## config.mk

```make
export PLATFORM = sky130hd
export DESIGN_NAME = hyper_stream_writer
export DESIGN_NICKNAME = d
export VERILOG_FILES = /design/src/rtl/hyper_stream_writer.sv
export SDC_FILE = /design/constraint.sdc
export NUM_CORES = 1
export LEC_CHECK = 0
export ABC_AREA = 0
export CELL_PAD_IN_SITES_DETAIL_PLACEMENT = 1
export CELL_PAD_IN_SITES_GLOBAL_PLACEMENT = 1
export CORE_MARGIN = 4
export CORE_UTILIZATION = 31
export DETAILED_ROUTE_END_ITERATION = 8
export GPL_ROUTABILITY_DRIVEN = 0
export MAX_ROUTING_LAYER = met4
export PLACE_DENSITY_LB_ADDON = 0.1
export RECOVER_POWER = 25
export SYNTH_ARGS = -nofsm -noshare
export SYNTH_HDL_FRONTEND = slang
export SYNTH_SLANG_ARGS = --single-unit
```

## constraint.sdc

```tcl
create_clock -name wb_clk_i -period 6.5 [get_ports wb_clk_i]
set_input_delay 1.3 -clock wb_clk_i [delete_from_list [all_inputs] [get_ports wb_clk_i]]
set_output_delay 1.3 -clock wb_clk_i [all_outputs]
set_load 0.05 [all_outputs]
```

## src/rtl/hyper_stream_writer.sv

```systemverilog
// rtl/hyper_stream_writer.sv - FIFO-buffered pixel stream to Wishbone incrementing write bursts
// Drains a show-ahead FIFO into a linearly addressed, wrapping frame buffer.
module hyper_stream_writer #(
   parameter int BURST_LEN  = 8,
   parameter int FIFO_DEPTH = 16,
   localparam int LW        = $clog2(FIFO_DEPTH) + 1
) (
   input  logic          wb_clk_i,
   input  logic          wb_rst_i,
   input  logic          enable_i,
   input  logic [31:0]   frame_base_i,
   input  logic [23:0]   frame_words_i,
   input  logic [31:0]   s_dat_i,
   input  logic          s_valid_i,
   output logic          s_ready_o,
   output logic [31:0]   wb_adr_o,
   output logic [31:0]   wb_dat_o,
   output logic [3:0]    wb_sel_o,
   output logic [2:0]    wb_cti_o,
   output logic          wb_we_o,
   output logic          wb_cyc_o,
   output logic          wb_stb_o,
   input  logic          wb_ack_i,
   output logic          frame_done_o,
   output logic [LW-1:0] fifo_level_o
);

   localparam int AW = $clog2(FIFO_DEPTH);
   localparam int BW = $clog2(BURST_LEN + 1);

   typedef enum logic [1:0] {ST_IDLE, ST_BURST, ST_GAP} state_t;

   state_t          state_q, state_d;
   logic [31:0]     mem_q [FIFO_DEPTH];
   logic [AW-1:0]   wr_ptr_q, wr_ptr_d, rd_ptr_q, rd_ptr_d;
   logic [LW-1:0]   level_q, level_d;
   logic [23:0]     offset_q, offset_d, fwords_q, fwords_d;
   logic [31:0]     base_q, base_d, adr_q, adr_d;
   logic [BW-1:0]   beat_q, beat_d, blen_q, blen_d;
   logic [2:0]      cti_q, cti_d;
   logic            cyc_q, cyc_d, stb_q, stb_d, done_q, done_d;

   logic            push, pop;
   logic [23:0]     fw_eff, rem, blen_ext;
   logic [31:0]     base_eff;
   logic [BW-1:0]   blen_new;

   assign s_ready_o    = (level_q < LW'(FIFO_DEPTH));
   assign wb_adr_o     = adr_q;
   assign wb_dat_o     = stb_q ? mem_q[rd_ptr_q] : 32'd0;
   assign wb_sel_o     = 4'hF;
   assign wb_cti_o     = cti_q;
   assign wb_we_o      = cyc_q;
   assign wb_cyc_o     = cyc_q;
   assign wb_stb_o     = stb_q;
   assign frame_done_o = done_q;
   assign fifo_level_o = level_q;

   always_comb begin
      push     = s_valid_i && s_ready_o;
      pop      = stb_q && wb_ack_i;
      // Frame geometry is taken live only at the start of a frame, then held.
      fw_eff   = (offset_q == 24'd0) ? frame_words_i : fwords_q;
      base_eff = (offset_q == 24'd0) ? (frame_base_i & 32'hFFFF_FFFC) : base_q;
      rem      = fw_eff - offset_q;
      blen_new = (rem < 24'(BURST_LEN)) ? BW'(rem) : BW'(BURST_LEN);
      blen_ext = 24'(blen_new);

      wr_ptr_d = push ? wr_ptr_q + AW'(1) : wr_ptr_q;
      rd_ptr_d = pop  ? rd_ptr_q + AW'(1) : rd_ptr_q;
      level_d  = level_q;
      if (push && !pop)      level_d = level_q + LW'(1);
      else if (!push && pop) level_d = level_q - LW'(1);

      state_d  = state_q;
      offset_d = offset_q;
      fwords_d = fwords_q;
      base_d   = base_q;
      adr_d    = adr_q;
      beat_d   = beat_q;
      blen_d   = blen_q;
      cti_d    = cti_q;
      cyc_d    = cyc_q;
      stb_d    = stb_q;
      done_d   = 1'b0;

      case (state_q)
         ST_IDLE: begin
            if (enable_i && (frame_words_i != 24'd0) && (24'(level_q) >= blen_ext)) begin
               state_d  = ST_BURST;
               cyc_d    = 1'b1;
               stb_d    = 1'b1;
               cti_d    = (blen_new > BW'(1)) ? 3'b010 : 3'b000;
               adr_d    = base_eff + 32'({offset_q, 2'b00});
               base_d   = base_eff;
               fwords_d = fw_eff;
               blen_d   = blen_new;
               beat_d   = '0;
            end
         end
         ST_BURST: begin
            if (wb_ack_i) begin
               adr_d    = adr_q + 32'd4;
               beat_d   = beat_q + BW'(1);
               offset_d = offset_q + 24'd1;
               if (beat_q == blen_q - BW'(1)) begin
                  state_d = ST_GAP;
                  cyc_d   = 1'b0;
                  stb_d   = 1'b0;
                  cti_d   = 3'b000;
                  if (offset_q + 24'd1 == fwords_q) begin
                     offset_d = 24'd0;
                     done_d   = 1'b1;
                  end
               end else if (beat_q + BW'(1) == blen_q - BW'(1)) begin
                  cti_d = 3'b111;
               end
            end
         end
         ST_GAP: state_d = ST_IDLE;
         default: state_d = ST_IDLE;
      endcase
   end

   always_ff @(posedge wb_clk_i) begin
      if (push) mem_q[wr_ptr_q] <= s_dat_i;
   end

   always_ff @(posedge wb_clk_i) begin
      if (wb_rst_i) begin
         state_q  <= ST_IDLE;
         wr_ptr_q <= '0;
         rd_ptr_q <= '0;
         level_q  <= '0;
         offset_q <= '0;
         fwords_q <= '0;
         base_q   <= '0;
         adr_q    <= '0;
         beat_q   <= '0;
         blen_q   <= '0;
         cti_q    <= 3'b000;
         cyc_q    <= 1'b0;
         stb_q    <= 1'b0;
         done_q   <= 1'b0;
      end else begin
         state_q  <= state_d;
         wr_ptr_q <= wr_ptr_d;
         rd_ptr_q <= rd_ptr_d;
         level_q  <= level_d;
         offset_q <= offset_d;
         fwords_q <= fwords_d;
         base_q   <= base_d;
         adr_q    <= adr_d;
         beat_q   <= beat_d;
         blen_q   <= blen_d;
         cti_q    <= cti_d;
         cyc_q    <= cyc_d;
         stb_q    <= stb_d;
         done_q   <= done_d;
      end
   end

endmodule
```

==> metrics, run 1 <==
setup skew after layout 0.0216 ns; initial antenna violation count 11; flops & latches, synth 655; Buf+Inv Stages, Crit Path 35; count of endpoints failing hold in the final timing report 0; proportion of synthesized area in mux cells 14.2%; Worst path max stage delay 0.42 ns; netlist area before placement 0.0305 sq mm; PwrDens 342 mW/mm^2; total via count in the routed design 20,300; number of warning messages in the yosys log 0; detailed-route wire length 96,700 um; FFs w/ async S/R, synth 0%; leading cell type by number of instances after synthesis edfxtp_1; number of design-rule violations left by the first detailed-router iteration 1,221; number of global-route vias before repair 22,300; synthesized instance count 2,220; filler-free cell count of the finished design 3,937; area fraction in compound gates after synthesis 8.02%; Setup Crit Path Kind reg -> reg; cell repeated most along the worst path buf_4; Post-Place Cell Area 0.0349 sq mm; endpoint required time on the critical path 7.05 ns; outcome finished, violations left; x dimension of the die 321 um; root buffer cell clkbuf_16; setup repair after global routing missed its margin yes; share of the synthesized area in the top cell type 50.5%; final routed DRC violation total 0; fraction of the mapped netlist area in simple logic gates 10.2%; share of the cycle needed by the critical path after routing 101%; library cell occupying the most area in the post-synthesis netlist edfxtp_1; sequential share of power 39.3%; clock slew at the register clock pins of the worst setup and hold paths 0.06 ns; worst min path class reg -> reg; clk_lat worst skew 0.66 ns; net count reported at finish 2,754; first-pass GRT wire length 143,000 um; die boundary height 321 um; combinational power share 28.3%; Internal Power 8.91 mW; effective utilization at floorplan 31.4%; fraction of power consumed by the clock network 32.4%; Max FO, Critical Path 4; CTS Buffer Depth 3; sequential-to-total area share from yosys stat 59.9%; dominant combinational cell family by area after synthesis multiplexers; leakage dissipation 12.8 nW; critical path startpoint category register; cell count after placement 3,730; final std cell area, no fill 0.0385 sq mm; peak supply drop 0.000233 V; clock tree from TritonCTS yes; hold bufs inserted after CTS 0; CTS H-tree depth 3; setup-violating endpoint count in the final report 1; switching share of power 32.3%; Rel. slew slack 30.8%; EDFF count, synth 512; signed area change from the synthesized netlist to the final layout 26.3%; Worst-Margin Slew 1.04 ns; critical path startpoint offset_q[0]$_SDFFE_PP0P_; number of detailed-route iterations in the first pass 5; final-layout worst hold slack 0.474 ns; minimum period implied by the final worst setup slack 6.54 ns; delay-heaviest family, CP buffers and inverters; synthesized area per cell 13.7 sq um; ports placed on the boundary 174; area enclosed by the die boundary 0.103 sq mm; pin count of the biggest net entering global routing 57; achievable frequency 0.153 GHz; cell with the largest stage delay on the worst path or3_1; row cnt 114; post-route antenna net violation count 0; detailed placer's ending HPWL 63,600 um; routed wire length per instance 24.6 um; number of buffer cells added on primary ports 167; Num CTS Buffers 78; share of layout cells above drive strength 1 26.3%; final count of pins violating max slew 0; worst endpoint data arrival time 7.09 ns; Sum Neg Setup Slack -0.0397 ns; capturing element type of the critical path register; per-cell via count in the routed design 5.17; crit path setup slack, layout -0.0397 ns; total global-route track usage 19.0%; unique cell type count in the Yosys netlist 86; placement-stage worst setup slack -0.567 ns; core region area 0.0971 sq mm; Reg2Reg Launch Point offset_q[0]$_SDFFE_PP0P_; cells taking the most area after synthesis edfxtp_1 50%, mux4_2 12%, dfxtp_1 9.4%, ha_1 2.7%, nor2_1 2.6%; Num Clock Sinks 655; launch point of the worst hold path base_q[0]$_SDFFE_PP0P_; NetSw 4.25 mW; most used standard cells in the synthesized netlist 512 x edfxtp_1, 209 x nor2_1, 160 x mux4_2, 143 x dfxtp_1, 129 x a21oi_1; grt total ovfl 0; share of synthesized cell area in full adder, half adder and majority cells 2.87%; Most used DFF post-synth edfxtp_1; maximum capacitance violations 0; violated checks setup timing; Post-Synth XOR/XNOR Area 2.21%
-- power by group through the flow --
stage          combinational, mW  sequential, mW  clock, mW
6_report                    3.72            5.18       4.26
5_1_grt                     4.01            5.23       4.57
4_1_cts                     3.55            5.19       4.40
3_5_place_dp                3.42            5.27          0
3_3_place_gp                3.36            5.25          0
2_1_floorplan               1.86            5.43          0
-- state kept, by name, indices dropped and copies added, names as in the netlist, named ones only --
signal and cells:
base_q 32, beat_q 4, blen_q 4, fifo_level_o 5
frame_done_o 1, fwords_q 24, mem_q 512, offset_q 24
rd_ptr_q 4, state_q 2, wb_adr_o 32, wb_cti_o 2
wb_stb_o 1, wr_ptr_q 4
-- cell usage in the layout (no fill, tap or decap), types with 11 or more instances in the layout --
master             n
edfxtp_1         512
buf_4            236
nor2_1           194
mux4_2           160
clkdlybuf4s50_1  144
dfxtp_1          136
a21oi_1          118
nand2_1           96
clkbuf_16         81
nor3_1            77
o21ai_0           55
ha_1              53
inv_1             49
xnor2_1           48
mux2_2            47
and2_1            40
nand3_1           36
xor2_1            28
nand4_1           26
dlygate4sd3_1     22
a21o_1            20
or3_1             20
a211oi_1          19
nor4_1            19
clkinv_1          17
a31oi_1           16
o21ai_1           16
nor2_4            15
mux2i_1           15
and3_1            15
clkbuf_1          13
o22ai_1           12
nand2b_1          11
buf_12            11
-- metrics by stage --
stage,total power [mW],utilization (%)
2_1_floorplan,7.28,-
3_3_place_gp,8.61,35.9
3_5_place_dp,8.69,35.9
4_1_cts,13.1,39.0
5_1_grt,13.8,39.6
6_report,13.2,39.6
-- kinds of logic (layout without fill, tap and decap cells) --
kind of cell | Yosys count | after routing
compound gates | 378 | 378
buf+inv | 188 | 618
simple gates | 626 | 626
xor+xnor | 77 | 77
mux | 227 | 227
other cells | 1 | 12
fa+ha+maj | 68 | 68
flops | 655 | 655
-- layout make-up --
| type | instances | area [sq um] |
|---|---|---|
| tap | 1276 | 1600 |
| timing repair buffer | 425 | 3830 |
| inverter | 53 | 203 |
| sequential | 655 | 18300 |
| clock inverter | 46 | 474 |
| fill | 9965 | 58700 |
| clock buffer | 94 | 2040 |
| multi-input combinational | 1380 | 12100 |
| antenna | 8 | 20.0 |
-- worst paths after layout --
path / end / slack (ns) / cells after the start
min: base_q[0]$_SDFFE_PP0P_ / 0.47 / 1
max: wb_adr_o[30]$_SDFFE_PP0P_ / -0.04 / 44
max reg2reg: wb_adr_o[30]$_SDFFE_PP0P_ / -0.04 / 44
min reg2reg: base_q[0]$_SDFFE_PP0P_ / 0.47 / 1
-- metal layers --
metal	track usage [%]	wire [um]
met2	33.6	50500
met3	2.97	3360
met5	-	0
met4	5.30	2520
met1	22.5	40300
-- what timing repair did --
| action | CTS | global route |
|---|---|---|
| resized for setup | 36 | 76 |
| setup buffers | 40 | 17 |
| pin swaps | 16 | 40 |
| endpoints found under the setup margin | 101 | 101 |
| cloned | 0 | 4 |
(Power assumes the default switching activity.)
==> run 2, diff against run 1 <==
--- a/config.mk
+++ b/config.mk
@@ -9,12 +9,13 @@
 export CELL_PAD_IN_SITES_DETAIL_PLACEMENT = 1
 export CELL_PAD_IN_SITES_GLOBAL_PLACEMENT = 1
 export CORE_MARGIN = 4
-export CORE_UTILIZATION = 31
+export CORE_UTILIZATION = 45
 export DETAILED_ROUTE_END_ITERATION = 8
 export GPL_ROUTABILITY_DRIVEN = 0
 export MAX_ROUTING_LAYER = met4
 export PLACE_DENSITY_LB_ADDON = 0.1
 export RECOVER_POWER = 25
+export SLEW_MARGIN = 15
 export SYNTH_ARGS = -nofsm -noshare
 export SYNTH_HDL_FRONTEND = slang
 export SYNTH_SLANG_ARGS = --single-unit
==> metrics, run 2 (same netlist as run 1, synthesis figures left out) <==
Num CTS Buffers 72 (-7.7%); PwrDens 342 mW/mm^2 (about the same); achievable frequency 0.162 GHz (+5.9%); cell with the largest stage delay on the worst path a2111oi_4; highest-count cells in the layout ignoring fill and taps 512 x edfxtp_1, 195 x nor2_1, 160 x mux4_2, 154 x buf_4, 146 x clkdlybuf4s50_1; leakage dissipation 12.2 nW (-4.9%); minimum period implied by the final worst setup slack 6.17 ns (-0.367 ns); Min-Delay Endpoint wb_adr_o[1]$_SDFFE_PP0P_; count of endpoints failing hold in the final timing report 0 (unchanged); final count of pins violating max slew 0 (unchanged); Final Util 54.7% (+15 points); R2R cell count 30 (-32%); row cnt 95 (-17%); routed wire length per instance 25.2 um (+2.6%); worst endpoint data arrival time 6.62 ns (-0.47 ns); total chip power 12.6 mW (-4.6%); worst min path class reg -> reg; share of layout cells above drive strength 1 21.7% (-4.6 points); depth of the worst hold-timing path 2 (+1); register ranked first by flip-flop count mem_q; share of the cycle needed by the critical path after routing 95.0% (-5.6 points); critical path startpoint offset_q[0]$_SDFFE_PP0P_; net count reported at finish 2,652 (-3.7%); endpoint required time on the critical path 6.94 ns (-0.11 ns); CTS Buffer Depth 3 (unchanged); grt total ovfl 0 (unchanged); ports placed on the boundary 174 (unchanged); setup skew after layout 0.0233 ns (+0.00173 ns); per-cell via count in the routed design 5.88 (+14%); final routed DRC violation total 0 (unchanged); root buffer cell clkbuf_16; Worst-Margin Slew 1.18 ns (+0.139 ns); capturing point of the worst reg2reg path wb_adr_o[9]$_SDFFE_PP0P_; clock tree from TritonCTS yes; number of design-rule violations left by the first detailed-router iteration 1,281 (+4.9%); launch point of the worst hold path wb_adr_o[1]$_SDFFE_PP0P_; Max FO, Critical Path 12 (+8); pin count of the biggest net entering global routing 98 (+72%); number of global-route vias before repair 21,300 (-4.4%); most frequent standard cell in the layout excluding fill and tap cells edfxtp_1; area enclosed by the die boundary 0.0719 sq mm (-30%); maximum capacitance violations 0 (unchanged); first-pass GRT wire length 131,000 um (-8.5%); capturing element type of the critical path register; total global-route track usage 24.7% (+5.8 points); outcome finished clean; Setup Crit Path Kind reg -> reg; Worst path max stage delay 0.40 ns (-0.02 ns); Num Clock Sinks 655 (unchanged); filler cell count 6,545 (-34%); die boundary height 268 um (-17%); clk_lat worst skew 0.62 ns (-0.04 ns); Rel. slew slack 21.5% (-9.2 points); Reg2Reg Launch Point offset_q[0]$_SDFFE_PP0P_; initial antenna violation count 4 (-7); critical path startpoint category register; setup-violating endpoint count in the final report 0 (-1); number of detailed-route iterations in the first pass 5 (unchanged); total via count in the routed design 20,100 (-1.1%); detailed placer's ending HPWL 57,500 um (-9.6%); clock slew at the register clock pins of the worst setup and hold paths 0.06 ns (about the same); CTS H-tree depth 3 (unchanged); effective utilization at floorplan 45.4% (+14 points); delay-heaviest family, CP compound AO/OA/AOI/OAI gates; number of buffer cells added on primary ports 167 (unchanged); x dimension of the die 268 um (-17%); peak supply drop 0.000252 V (+8.4%); core region area 0.0672 sq mm (-31%); Buf+Inv Stages, Crit Path 6 (-83%); post-route antenna net violation count 0 (unchanged); detailed-route wire length 86,300 um (-11%); cell repeated most along the worst path buf_4; number of flip-flops in the largest register 512 (unchanged); signed area change from the synthesized netlist to the final layout 20.5%; Worst R2R Setup Slack 0.33 ns (+0.37 ns)
[run 2: cell count changes in the layout (fill, tap and decap cells not counted), sizes merged]
cell,previous run,this run
inv,54,56
buf,256,163
clkbuf,97,94
diode,8,4
clkinv,35,26
clkinvlp,6,3
clkdlybuf4s50,144,146
dlygate4sd3,22,20
[run 2: report_power, final]
group	switching [mW]	internal, mW	total [mW]
clock	1.73	2.32	4.05
combinational	2.00	1.40	3.39
sequential	0.266	4.84	5.11
[run 2: final cells by class]
type | instances | area [sq um] | area share (%)
clock buffers | 94 | 1960 | 5.33
diodes | 4 | 10.0 | 0.0273
well taps | 873 | 1090 | 2.97
multi-input cells | 1380 | 11800 | 32.1
clock inverters | 36 | 415 | 1.13
flip-flops and latches | 655 | 18200 | 49.7
inverters | 53 | 199 | 0.542
repair buffers | 329 | 3000 | 8.16
[run 2: routing by layer]
layer | routed length [um] | vias up | share of wire (%) | GRT usage, %
li1 | - | 9136 | - | -
met1 | 35200 | 10400 | 41 | 30.2
met2 | 44500 | 446 | 52 | 42.1
met3 | 3730 | 147 | 4.3 | 4.19
met4 | 2830 | 0 | 3.3 | 8.17
met5 | 0 | - | 0 | -
[run 2: how the worst max path moves through the flow]
| stage | slack [ns] | end | cells after the start |
|---|---|---|---|
| 2_1_floorplan | 0.01 | wb_adr_o[2]$_SDFFE_PP0P_ | 30 |
| 3_3_place_gp | -0.36 | wb_adr_o[9]$_SDFFE_PP0P_ | 26 |
| 3_5_place_dp | -0.55 | wb_adr_o[9]$_SDFFE_PP0P_ | 26 |
| 4_1_cts | 0.01 | wb_adr_o[17]$_SDFFE_PP0P_ | 28 |
| 5_1_grt | -0.01 | base_q[10]$_SDFFE_PP0P_ | 28 |
| 6_report | 0.33 | wb_adr_o[9]$_SDFFE_PP0P_ | 30 |
[run 2: through the flow]
stage / area, sq um / worst slack [ns] / std cells / TNS, ns / hold slack (ns)
after floorplan: 30500 / 0.0123 / 2223 / 0 / 0.457
after global placement: 34100 / -0.365 / 3285 / -15.73 / 0.455
after detailed placement: 34100 / -0.547 / 3285 / -34.41 / 0.458
after CTS: 36500 / 0.0116 / 3416 / 0 / 0.470
after global routing: 36700 / -0.0133 / 3424 / -0.0345 / 0.489
final: 36700 / 0.327 / 3424 / 0 / 0.465
[run 2: worst reg2reg max path: cells and delay by family, from the launching register on]
family | cells | cell delay [ns]
buf+inv | 6 | 0.78
simple gates | 10 | 1.69
mux | 1 | 0.37
flops | 1 | 0.31
fa+ha+maj | 3 | 0.66
compound gates | 10 | 2.21
[run 2: timing repair]
item,4_1_cts,5_1_grt
hold buffers,0,0
cloned,0,0
gates resized for setup,6,34
pin swaps,1,13
endpoints found under the hold margin,0,0
buffers inserted,1,4
endpoints found under the setup margin,83,97
==> run 3, diff against run 2 <==
--- a/config.mk
+++ b/config.mk
@@ -9,7 +9,7 @@
 export CELL_PAD_IN_SITES_DETAIL_PLACEMENT = 1
 export CELL_PAD_IN_SITES_GLOBAL_PLACEMENT = 1
 export CORE_MARGIN = 4
-export CORE_UTILIZATION = 45
+export CORE_UTILIZATION = 40
 export DETAILED_ROUTE_END_ITERATION = 8
 export GPL_ROUTABILITY_DRIVEN = 0
 export MAX_ROUTING_LAYER = met4
==> metrics, run 3 (same netlist as run 1, synthesis figures left out) <==
outcome finished clean; NetSw 4.12 mW (+3.3%); worst endpoint data arrival time 6.88 ns (+0.26 ns); crit path setup slack, layout 0.152 ns (-0.175 ns); switching share of power 31.9% (+0.13 points); Worst path max stage delay 0.39 ns (about the same); critical path startpoint offset_q[0]$_SDFFE_PP0P_; net count reported at finish 2,729 (+2.9%); first-pass GRT wire length 137,000 um (+4.7%); core region area 0.0749 sq mm (+12%); share of the cycle needed by the critical path after routing 97.7% (+2.7 points); ports placed on the boundary 174 (unchanged); pin count of the biggest net entering global routing 79 (-19%); setup-violating endpoint count in the final report 0 (unchanged); capturing element type of the critical path register; Max FO, Critical Path 4 (-8); Setup Crit Path Kind reg -> reg; post-route antenna net violation count 0 (unchanged); minimum period implied by the final worst setup slack 6.35 ns (+0.175 ns); total via count in the routed design 20,500 (+1.7%); detailed-route wire length 91,200 um (+5.8%); root buffer cell clkbuf_16; Num CTS Buffers 74 (+2.8%); Num Clock Sinks 655 (unchanged); row cnt 100 (+5.3%); Sum Neg Setup Slack 0 ns (unchanged); launch point of the worst hold path wb_adr_o[0]$_SDFFE_PP0P_; filler-free cell count of the finished design 3,599 (+5.1%); number of buffer cells added on primary ports 167 (unchanged); highest-count cells in the layout ignoring fill and taps 512 x edfxtp_1, 221 x buf_4, 194 x nor2_1, 160 x mux4_2, 144 x clkdlybuf4s50_1; leakage dissipation 12.7 nW (+3.9%); endpoint required time on the critical path 7.03 ns (+0.09 ns); clock tree from TritonCTS yes; combinational power share 28.2% (+1.2 points); routed wire length per instance 25.4 um (+0.61%); maximum capacitance violations 0 (unchanged); effective utilization at floorplan 40.6% (-4.7 points); cell repeated most along the worst path buf_4; die boundary height 284 um (+5.9%); register ranked first by flip-flop count mem_q; clk_lat worst skew 0.64 ns (+0.02 ns); signed area change from the synthesized netlist to the final layout 23.7%; setup repair after global routing missed its margin yes; number of global-route vias before repair 21,900 (+2.6%); number of flip-flops in the largest register 512 (unchanged); clock slew at the register clock pins of the worst setup and hold paths 0.06 ns (about the same); sequential share of power 39.8% (-0.9 points); PwrDens 343 mW/mm^2 (+0.21%); per-cell via count in the routed design 5.69 (-3.2%); total chip power 12.9 mW (+2.9%); area enclosed by the die boundary 0.0806 sq mm (+12%); final std cell area, no fill 0.0377 sq mm (+2.7%); peak supply drop 0.000238 V (-5.9%); final count of pins violating max slew 0 (unchanged); final routed DRC violation total 0 (unchanged); Worst-Margin Slew 1.13 ns (-0.0441 ns); fraction of power consumed by the clock network 32.0% (-0.2 points); total global-route track usage 22.9% (-1.8 points); CTS Buffer Depth 3 (unchanged); Reg2Reg Launch Point offset_q[0]$_SDFFE_PP0P_; x dimension of the die 284 um (+5.9%); cell count after placement 3,406 (+3.7%); number of design-rule violations left by the first detailed-router iteration 1,336 (+4.3%); cell with the largest stage delay on the worst path or3_1; detailed placer's ending HPWL 58,200 um (+1.3%); most frequent standard cell in the layout excluding fill and tap cells edfxtp_1; setup skew after layout 0.0420 ns (+0.0187 ns); Final Util 50.3% (-4.4 points); achievable frequency 0.158 GHz (-2.8%); number of detailed-route iterations in the first pass 5 (unchanged); Rel. slew slack 24.3% (+2.8 points); final-layout worst hold slack 0.464 ns (-0.00134 ns); filler cell count 7,388 (+13%); initial antenna violation count 7 (+3); Internal Power 8.79 mW (+2.7%); grt total ovfl 0 (unchanged); worst min path class reg -> reg; placement-stage worst setup slack -0.582 ns (-0.0349 ns); CTS H-tree depth 3 (unchanged); Post-Place Cell Area 0.0343 sq mm (+0.71%); critical path startpoint category register; count of endpoints failing hold in the final timing report 0 (unchanged); share of layout cells above drive strength 1 25.3% (+3.6 points)
## run 3: changes by cell type in the layout (fill, tap and decap cells not counted), moves of 6 or more
cell,previous run,this run
buf_4,154,221
ha_1,60,51
a21oi_1,128,122
buf_6,0,6
## run 3: cell type report
cell class	instances	area (sq um)	area share, %
diodes	4	10.0	0.0266
clock buffers	97	2010	5.34
clock inverters	37	424	1.13
inverters	53	199	0.528
multi-input cells	1380	12000	31.7
flip-flops and latches	655	18300	48.4
well taps	969	1210	3.22
repair buffers	404	3620	9.61
## run 3: what timing repair did
action / in CTS / in global routing
pin swaps: 11 / 31
gates resized for setup: 30 / 60
hold buffers: 0 / 0
setup buffers: 36 / 17
setup endpoints to repair: 99 / 97
gates cloned: 0 / 5
## run 3: metal layers
layer	part of all wire, %	global-route usage (%)	wire [um]	vias to the layer above
met4	3.2	7.21	2940	0
met1	41	27.8	37400	10500
met3	3.7	3.12	3370	173
met5	0	-	0	-
met2	52	39.8	47500	450
li1	-	-	-	9310
## run 3: power groups by stage
stage	Clock, mW	Combinational, mW	Sequential (mW)
2_1_floorplan	0	1.86	5.43
3_3_place_gp	0	3.28	5.21
3_5_place_dp	0	3.34	5.23
4_1_cts	4.23	3.45	5.15
5_1_grt	4.42	3.93	5.19
6_report	4.13	3.64	5.14
## run 3: path summary, 6_finish.rpt
check / slack [ns] / cells past startpoint / endpoint
max: 0.15 / 44 / wb_adr_o[30]$_SDFFE_PP0P_
min: 0.46 / 2 / wb_adr_o[0]$_SDFFE_PP0P_
max reg2reg: 0.15 / 44 / wb_adr_o[30]$_SDFFE_PP0P_
min reg2reg: 0.46 / 2 / wb_adr_o[0]$_SDFFE_PP0P_
## run 3: worst max-delay path: cells and delay by family (launching register included)
kind | cells | cell delay (ns)
buffers and inverters | 35 | 4.33
AND/OR/NAND/NOR | 3 | 0.74
adder cells (fa/ha/maj) | 1 | 0.13
flip-flops | 1 | 0.32
AO/OA/AOI/OAI | 5 | 0.70
